File: src/rtl/pe_pkg.sv
// Shared definitions for the CGRA processing element: opcodes, source selects,
// configuration field layout and the packed configuration word.
package pe_pkg;

  localparam int DATA_W = 32;
  localparam int CFG_W  = 22;

  // ALU operations
  localparam logic [3:0] OP_PASSA = 4'd0;
  localparam logic [3:0] OP_ADD   = 4'd1;
  localparam logic [3:0] OP_SUB   = 4'd2;
  localparam logic [3:0] OP_MUL   = 4'd3;
  localparam logic [3:0] OP_AND   = 4'd4;
  localparam logic [3:0] OP_OR    = 4'd5;
  localparam logic [3:0] OP_XOR   = 4'd6;
  localparam logic [3:0] OP_SHL   = 4'd7;
  localparam logic [3:0] OP_SHR   = 4'd8;
  localparam logic [3:0] OP_SRA   = 4'd9;
  localparam logic [3:0] OP_SLT   = 4'd10;
  localparam logic [3:0] OP_EQ    = 4'd11;
  localparam logic [3:0] OP_MAX   = 4'd12;
  localparam logic [3:0] OP_MIN   = 4'd13;
  localparam logic [3:0] OP_PASSB = 4'd14;
  localparam logic [3:0] OP_ZERO  = 4'd15;

  // Operand sources; anything from SRC_ZERO upward reads constant 0
  localparam logic [3:0] SRC_UP       = 4'd0;
  localparam logic [3:0] SRC_DOWN     = 4'd1;
  localparam logic [3:0] SRC_LEFT     = 4'd2;
  localparam logic [3:0] SRC_RIGHT    = 4'd3;
  localparam logic [3:0] SRC_BYPASS_1 = 4'd4;
  localparam logic [3:0] SRC_BYPASS_2 = 4'd5;
  localparam logic [3:0] SRC_R        = 4'd6;
  localparam logic [3:0] SRC_Q        = 4'd7;
  localparam logic [3:0] SRC_ZERO     = 4'd8;

  localparam logic [3:0] RSEL_ALU  = 4'd8;
  localparam logic [3:0] RSEL_HOLD = 4'd15;

  localparam int CFG_SRC_A_LSB = 0;
  localparam int CFG_SRC_B_LSB = 4;
  localparam int CFG_OP_LSB    = 8;
  localparam int CFG_RSEL_LSB  = 12;
  localparam int CFG_OEN_LSB   = 16;

  // oen bit order: up, down, left, right, bypass_1, bypass_2
  typedef struct packed {
    logic [5:0] oen;
    logic [3:0] rsel;
    logic [3:0] op;
    logic [3:0] src_b;
    logic [3:0] src_a;
  } pe_cfg_t;

endpackage

File: src/rtl/pe_alu.sv
// Combinational 16-operation ALU; all arithmetic wraps modulo 2^WIDTH.
module pe_alu
  import pe_pkg::*;
#(
  parameter int WIDTH = DATA_W
) (
  input  logic [WIDTH-1:0] a,
  input  logic [WIDTH-1:0] b,
  input  logic [3:0]       op,
  output logic [WIDTH-1:0] result
);

  logic [4:0] shamt;
  assign shamt = b[4:0];

  always_comb begin
    result = '0;
    case (op)
      OP_PASSA: result = a;
      OP_ADD:   result = a + b;
      OP_SUB:   result = a - b;
      OP_MUL:   result = a * b;
      OP_AND:   result = a & b;
      OP_OR:    result = a | b;
      OP_XOR:   result = a ^ b;
      OP_SHL:   result = a << shamt;
      OP_SHR:   result = a >> shamt;
      OP_SRA:   result = $signed(a) >>> shamt;
      OP_SLT:   result[0] = ($signed(a) < $signed(b));
      OP_EQ:    result[0] = (a == b);
      OP_MAX:   result = ($signed(a) > $signed(b)) ? a : b;
      OP_MIN:   result = ($signed(a) < $signed(b)) ? a : b;
      OP_PASSB: result = b;
      default:  result = '0;
    endcase
  end

endmodule

File: src/rtl/pe_6bus.sv
// Six-bus CGRA processing element: two operand muxes, ALU, holding register R,
// result register Q and per-bus output gating of Q.
module pe_6bus
  import pe_pkg::*;
#(
  parameter int WIDTH = DATA_W,
  parameter int CFG_W = pe_pkg::CFG_W
) (
  input  logic             clk,
  input  logic             rst,
  input  logic [WIDTH-1:0] din_up,
  input  logic [WIDTH-1:0] din_down,
  input  logic [WIDTH-1:0] din_left,
  input  logic [WIDTH-1:0] din_right,
  input  logic [WIDTH-1:0] din_bypass_1,
  input  logic [WIDTH-1:0] din_bypass_2,
  input  logic [CFG_W-1:0] configuration,
  output logic [WIDTH-1:0] dout_up,
  output logic [WIDTH-1:0] dout_down,
  output logic [WIDTH-1:0] dout_left,
  output logic [WIDTH-1:0] dout_right,
  output logic [WIDTH-1:0] dout_bypass_1,
  output logic [WIDTH-1:0] dout_bypass_2
);

  pe_cfg_t          cfg;
  logic [WIDTH-1:0] din [6];
  logic [WIDTH-1:0] q, r;
  logic [WIDTH-1:0] op_a, op_b, alu_res;

  assign cfg    = pe_cfg_t'(configuration);
  assign din[0] = din_up;
  assign din[1] = din_down;
  assign din[2] = din_left;
  assign din[3] = din_right;
  assign din[4] = din_bypass_1;
  assign din[5] = din_bypass_2;

  // R and Q read their pre-edge values, which gives feedback/accumulation
  always_comb begin
    op_a = '0;
    if (cfg.src_a < SRC_R)       op_a = din[cfg.src_a[2:0]];
    else if (cfg.src_a == SRC_R) op_a = r;
    else if (cfg.src_a == SRC_Q) op_a = q;
  end

  always_comb begin
    op_b = '0;
    if (cfg.src_b < SRC_R)       op_b = din[cfg.src_b[2:0]];
    else if (cfg.src_b == SRC_R) op_b = r;
    else if (cfg.src_b == SRC_Q) op_b = q;
  end

  pe_alu #(.WIDTH(WIDTH)) u_alu (
    .a      (op_a),
    .b      (op_b),
    .op     (cfg.op),
    .result (alu_res)
  );

  always_ff @(posedge clk or negedge rst) begin
    if (!rst) begin
      q <= '0;
      r <= '0;
    end else begin
      q <= alu_res;
      if (cfg.rsel < 4'd6)          r <= din[cfg.rsel[2:0]];
      else if (cfg.rsel == RSEL_ALU) r <= alu_res;
    end
  end

  // Q is already cleared by reset, so gating alone keeps dout at 0 in reset
  assign dout_up       = cfg.oen[0] ? q : '0;
  assign dout_down     = cfg.oen[1] ? q : '0;
  assign dout_left     = cfg.oen[2] ? q : '0;
  assign dout_right    = cfg.oen[3] ? q : '0;
  assign dout_bypass_1 = cfg.oen[4] ? q : '0;
  assign dout_bypass_2 = cfg.oen[5] ? q : '0;

endmodule

File: config.mk
export PLATFORM = sky130hd
export DESIGN_NAME = pe_6bus
export DESIGN_NICKNAME = d
export VERILOG_FILES = /design/src/rtl/pe_pkg.sv /design/src/rtl/pe_alu.sv /design/src/rtl/pe_6bus.sv
export SDC_FILE = /design/constraint.sdc
export NUM_CORES = 2
export LEC_CHECK = 0
export ABC_AREA = 1
export BUFFER_PORTS_ARGS = -buffer_cell sky130_fd_sc_hd__buf_2
export CORE_AREA = 4 4 261 263
export CTS_BUF_LIST = sky130_fd_sc_hd__clkbuf_4 sky130_fd_sc_hd__clkbuf_8 sky130_fd_sc_hd__clkbuf_16
export CTS_CLUSTER_SIZE = 28
export DETAILED_ROUTE_END_ITERATION = 6
export DIE_AREA = 0 0 265 267
export PLACE_DENSITY_LB_ADDON = 0.05
export SYNTH_ARGS = -nofsm -noshare
export SYNTH_HDL_FRONTEND = slang
export SYNTH_SLANG_ARGS = --single-unit
File: constraint.sdc
create_clock -name clk -period 9.7 [get_ports clk]
set_input_delay 0.485 -clock clk [delete_from_list [all_inputs] [get_ports clk]]
set_output_delay 0.485 -clock clk [all_outputs]
set_load 0.005 [all_outputs]
==> results.tsv <==
stage	metric	value	unit
route	vias per inst	6.393	
cells_and_area	area delta synth->final	8.717	%
route	via count	45290	
power_and_ir_drop	Peak VDD IR	0.0004594	V
clock_network	clock root cell	clkbuf_16	
floorplan	die area	0.07076	sq mm
synth	Ys Warns	0	
cells_and_area	area occupied by multi-input gates	0.02886	sq mm
floorplan	initial core utilization	0.5486	
clock_network	Num Clock Sinks	64	
timing	RSZ-0062 raised after global routing	no	
worst_setup_path	Most Frequent Cell on Critical Path	fa_1	
worst_setup_path	nature of the critical path endpoint	flip-flop	
clock_network	clk_lat worst skew	0.39	ns
route	wire per inst	27.55	microns
grt	gr ovfl total	0	
synth	Yosys top cell area share	0.2280	
floorplan	core area	0.06563	sq mm
grt	largest net degree at the start of global routing	105	
cells_and_area	Final Instance Area	0.03914	sq mm
synth	Synth cell types	68	
synth	largest area contributor in the netlist	fa_1	
worst_setup_path	Slowest cell on crit path	fa_1	
cells_and_area	Layout Utilization	0.5964	
synth	asr flop ratio synth	1.000	
place	DP Area	0.03876	sq mm
synth	cell count after synthesis	5974	
floorplan	Rows	94	
grt	GRT Overall Usage	0.5309	
route	Routed Wire Length	195200	microns
clock_network	TritonCTS Buffers	9	
worst_setup_path	CP peak stage delay	0.61	ns
synth	Synth Area in Compound Gates	0.1659	
outcome	failing checks	design-rule violations	
synth	largest family of logic cells by synthesized area	simple AND/OR/NAND/NOR gates	
place	GP Congestion	1.144	
synth	Post-Synth XOR/XNOR Area	0.008932	
synth	Simple-Gate Fraction of Synth Area	0.3180	
cells_and_area	fillcell total	6566	
worst_setup_path	startpoint types	input port	
synth	EDFF count, synth	0	
synth	Mapped Nets	6820	
place	port bufs	407	
timing	setup TNS	0	ns
worst_setup_path	Reg2Reg Setup Slack	0.45	ns
cells_and_area	fin nets	7053	
floorplan	Die W	265	microns
synth	Adder-Cell Fraction of Synth Area	0.3045	
route	drt first pass iters	7	
synth	post-synthesis sequential area ratio	0.04449	
flow_run	maxcap violations	0	
clock_network	H-tree depth	3	
floorplan	DIE HEIGHT	267	microns
timing	min cycle time layout	9.547	ns
clock_network	Clock transition at path regs	0.06	ns
route	DRC	27	
worst_setup_path	worst-path maximum fanout	31	
worst_setup_path	Reg2Reg Depth	32	
power_and_ir_drop	PwrDens	269.4	mW/mm^2
clock_network	CTS Buffer Depth	2	
clock_network	# hold bufs at CTS	0	
cells_and_area	share of cells above drive strength 1	0.1199	
floorplan	Top Ports	408	
timing	final hold viol count	0	
hold_path	Hold WC Path Type	in -> async	
grt	first-pass GRT wire length	278100	microns
synth	Mapped Area	0.03600	sq mm
timing	max-slew violations	0	
worst_setup_path	worst path required time	9.96	ns
cells_and_area	storage element area	0.001602	sq mm
route	antenna-violating nets left	0	
place	detailed-placement wirelength estimate	155300	microns
worst_setup_path	critical path class	in -> reg	
grt	vias in the first global route	41850	
timing	crit share post-route	0.9842	
cells_and_area	most frequent cells in the layout	1657 x nand2_1, 938 x inv_1, 607 x nor2_1	
outcome	outcome	finished with violations	
worst_setup_path	Critical Path AT	9.81	ns
power_and_ir_drop	leak pwr	22.04	nW
timing	f_max	0.1047	GHz
synth	Seq cells post-synth	64	
timing	worst slew pin tran	1.383	ns
timing	Clock Skews	0.02016	ns
synth	synthesized area per cell	6.026	sq um
timing	Final setup viols	0	
timing	Slew HR	0.06852	
clock_network	CTS tree	done	
cells_and_area	most common cell after layout, fill and taps aside	nand2_1	
synth	ranking of synthesized cells by area	fa_1 23%, nand2_1 17%, inv_1 9.8%, ha_1 7.6%, nor2_1 6.4%	
route	Iter 0 DRT Violations	7931	
grt	antenna violations before repair	9	
synth	post-synthesis mux area share	0.002780	
synth	most common flop cell mapped by yosys	dfrtp_1	
==> critical path: cells and delay by family <==
| kind | cells | cell delay, ns |
|---|---|---|
| compound gates | 7 | 1.59 |
| fa+ha+maj | 10 | 4.43 |
| simple gates | 10 | 1.24 |
| buf+inv | 10 | 2.05 |
==> sequential cells by signal, indices dropped and copies added (netlist names) <==
signal / cells
q: 32
r: 32
==> metrics by stage <==
| step | total power, mW | setup WS [ns] | cells | hold slack (ns) |
|---|---|---|---|---|
| global route | 11.22 | 0.08974 | 7076 | 0.3978 |
| detailed placement | 9.540 | -0.02529 | 7058 | 0.4963 |
| CTS | 9.992 | 0.3457 | 7074 | 0.3715 |
| global placement | 9.491 | -0.02687 | 7058 | 0.4876 |
| finish | 10.54 | 0.1528 | 7084 | 0.3450 |
| floorplan | 6.315 | 1.116 | 5974 | 0.1894 |
==> routing by layer <==
metal / share of wire / GRT usage
met2: 0.40 / 0.7671
met4: 0.099 / 0.3782
met1: 0.34 / 0.6539
met3: 0.16 / 0.1956
met5: 0.000077 / 0.002703
==> cell families after synthesis <==
logic type,count (synthesis)
XOR/XNOR,33
buffers and inverters,1383
AO/OA/AOI/OAI,1041
multiplexers,10
AND/OR/NAND/NOR,2813
adder cells (fa/ha/maj),630
flip-flops,64
==> path summary, 6_finish.rpt <==
path | startpoint | to
worst max-delay path | configuration[0] | r[30]
worst min-delay path | rst | r[30]
worst max register to register | q[10] | r[30]
worst min register to register | r[17] | r[17]
max in group asynchronous | rst | q[11]
min in group clk | r[17] | r[17]
==> synth_stat cells, drive strengths merged, types with 2 or more instances <==
cell type and instances:
a22o 3, ha 220, a211oi 5, o22ai 56, o211a 2, o2111a 2, clkbuf 159, a31oi 26
inv 1001, o221ai 13, o21a 12, o2111ai 20, o311ai 3, a21boi 4, o31ai 8, nand4 29
nor3 30, o21bai 12, nand3 404, mux2i 10, xnor2 9, nand2 1695, a311oi 2, nor2 624
o211ai 98, clkinv 17, nand3b 4, a21o 6, xor2 23, nor4 9, a2111oi 3, a22oi 9
fa 410, a221oi 10, dfrtp 64, a21oi 303, o31a 2, buf 206, or2 15, o21ai 436
a41oi 4
==> power by group <==
part | internal (mW) | switching (mW) | leakage [nW]
combinational | 3.16 | 6.32 | 21.1
clock | 0.230 | 0.162 | 0.153
sequential | 0.351 | 0.317 | 0.809
==> cell type report <==
class / count / area share
Multi-Input combinational cell: 4527 / 0.7374
Inverter: 1018 / 0.09779
Timing Repair Buffer: 587 / 0.08743
Sequential cell: 64 / 0.04092
Tap cell: 864 / 0.02762
Clock buffer: 10 / 0.005946
Clock inverter: 6 / 0.002366
Antenna cell: 8 / 0.0005115
==> timing repair <==
action,CTS,global route
resized for setup,0,4
setup buffers,0,1
setup endpoints to repair,0,2
No activity file was read; power rests on OpenSTA's default activity.
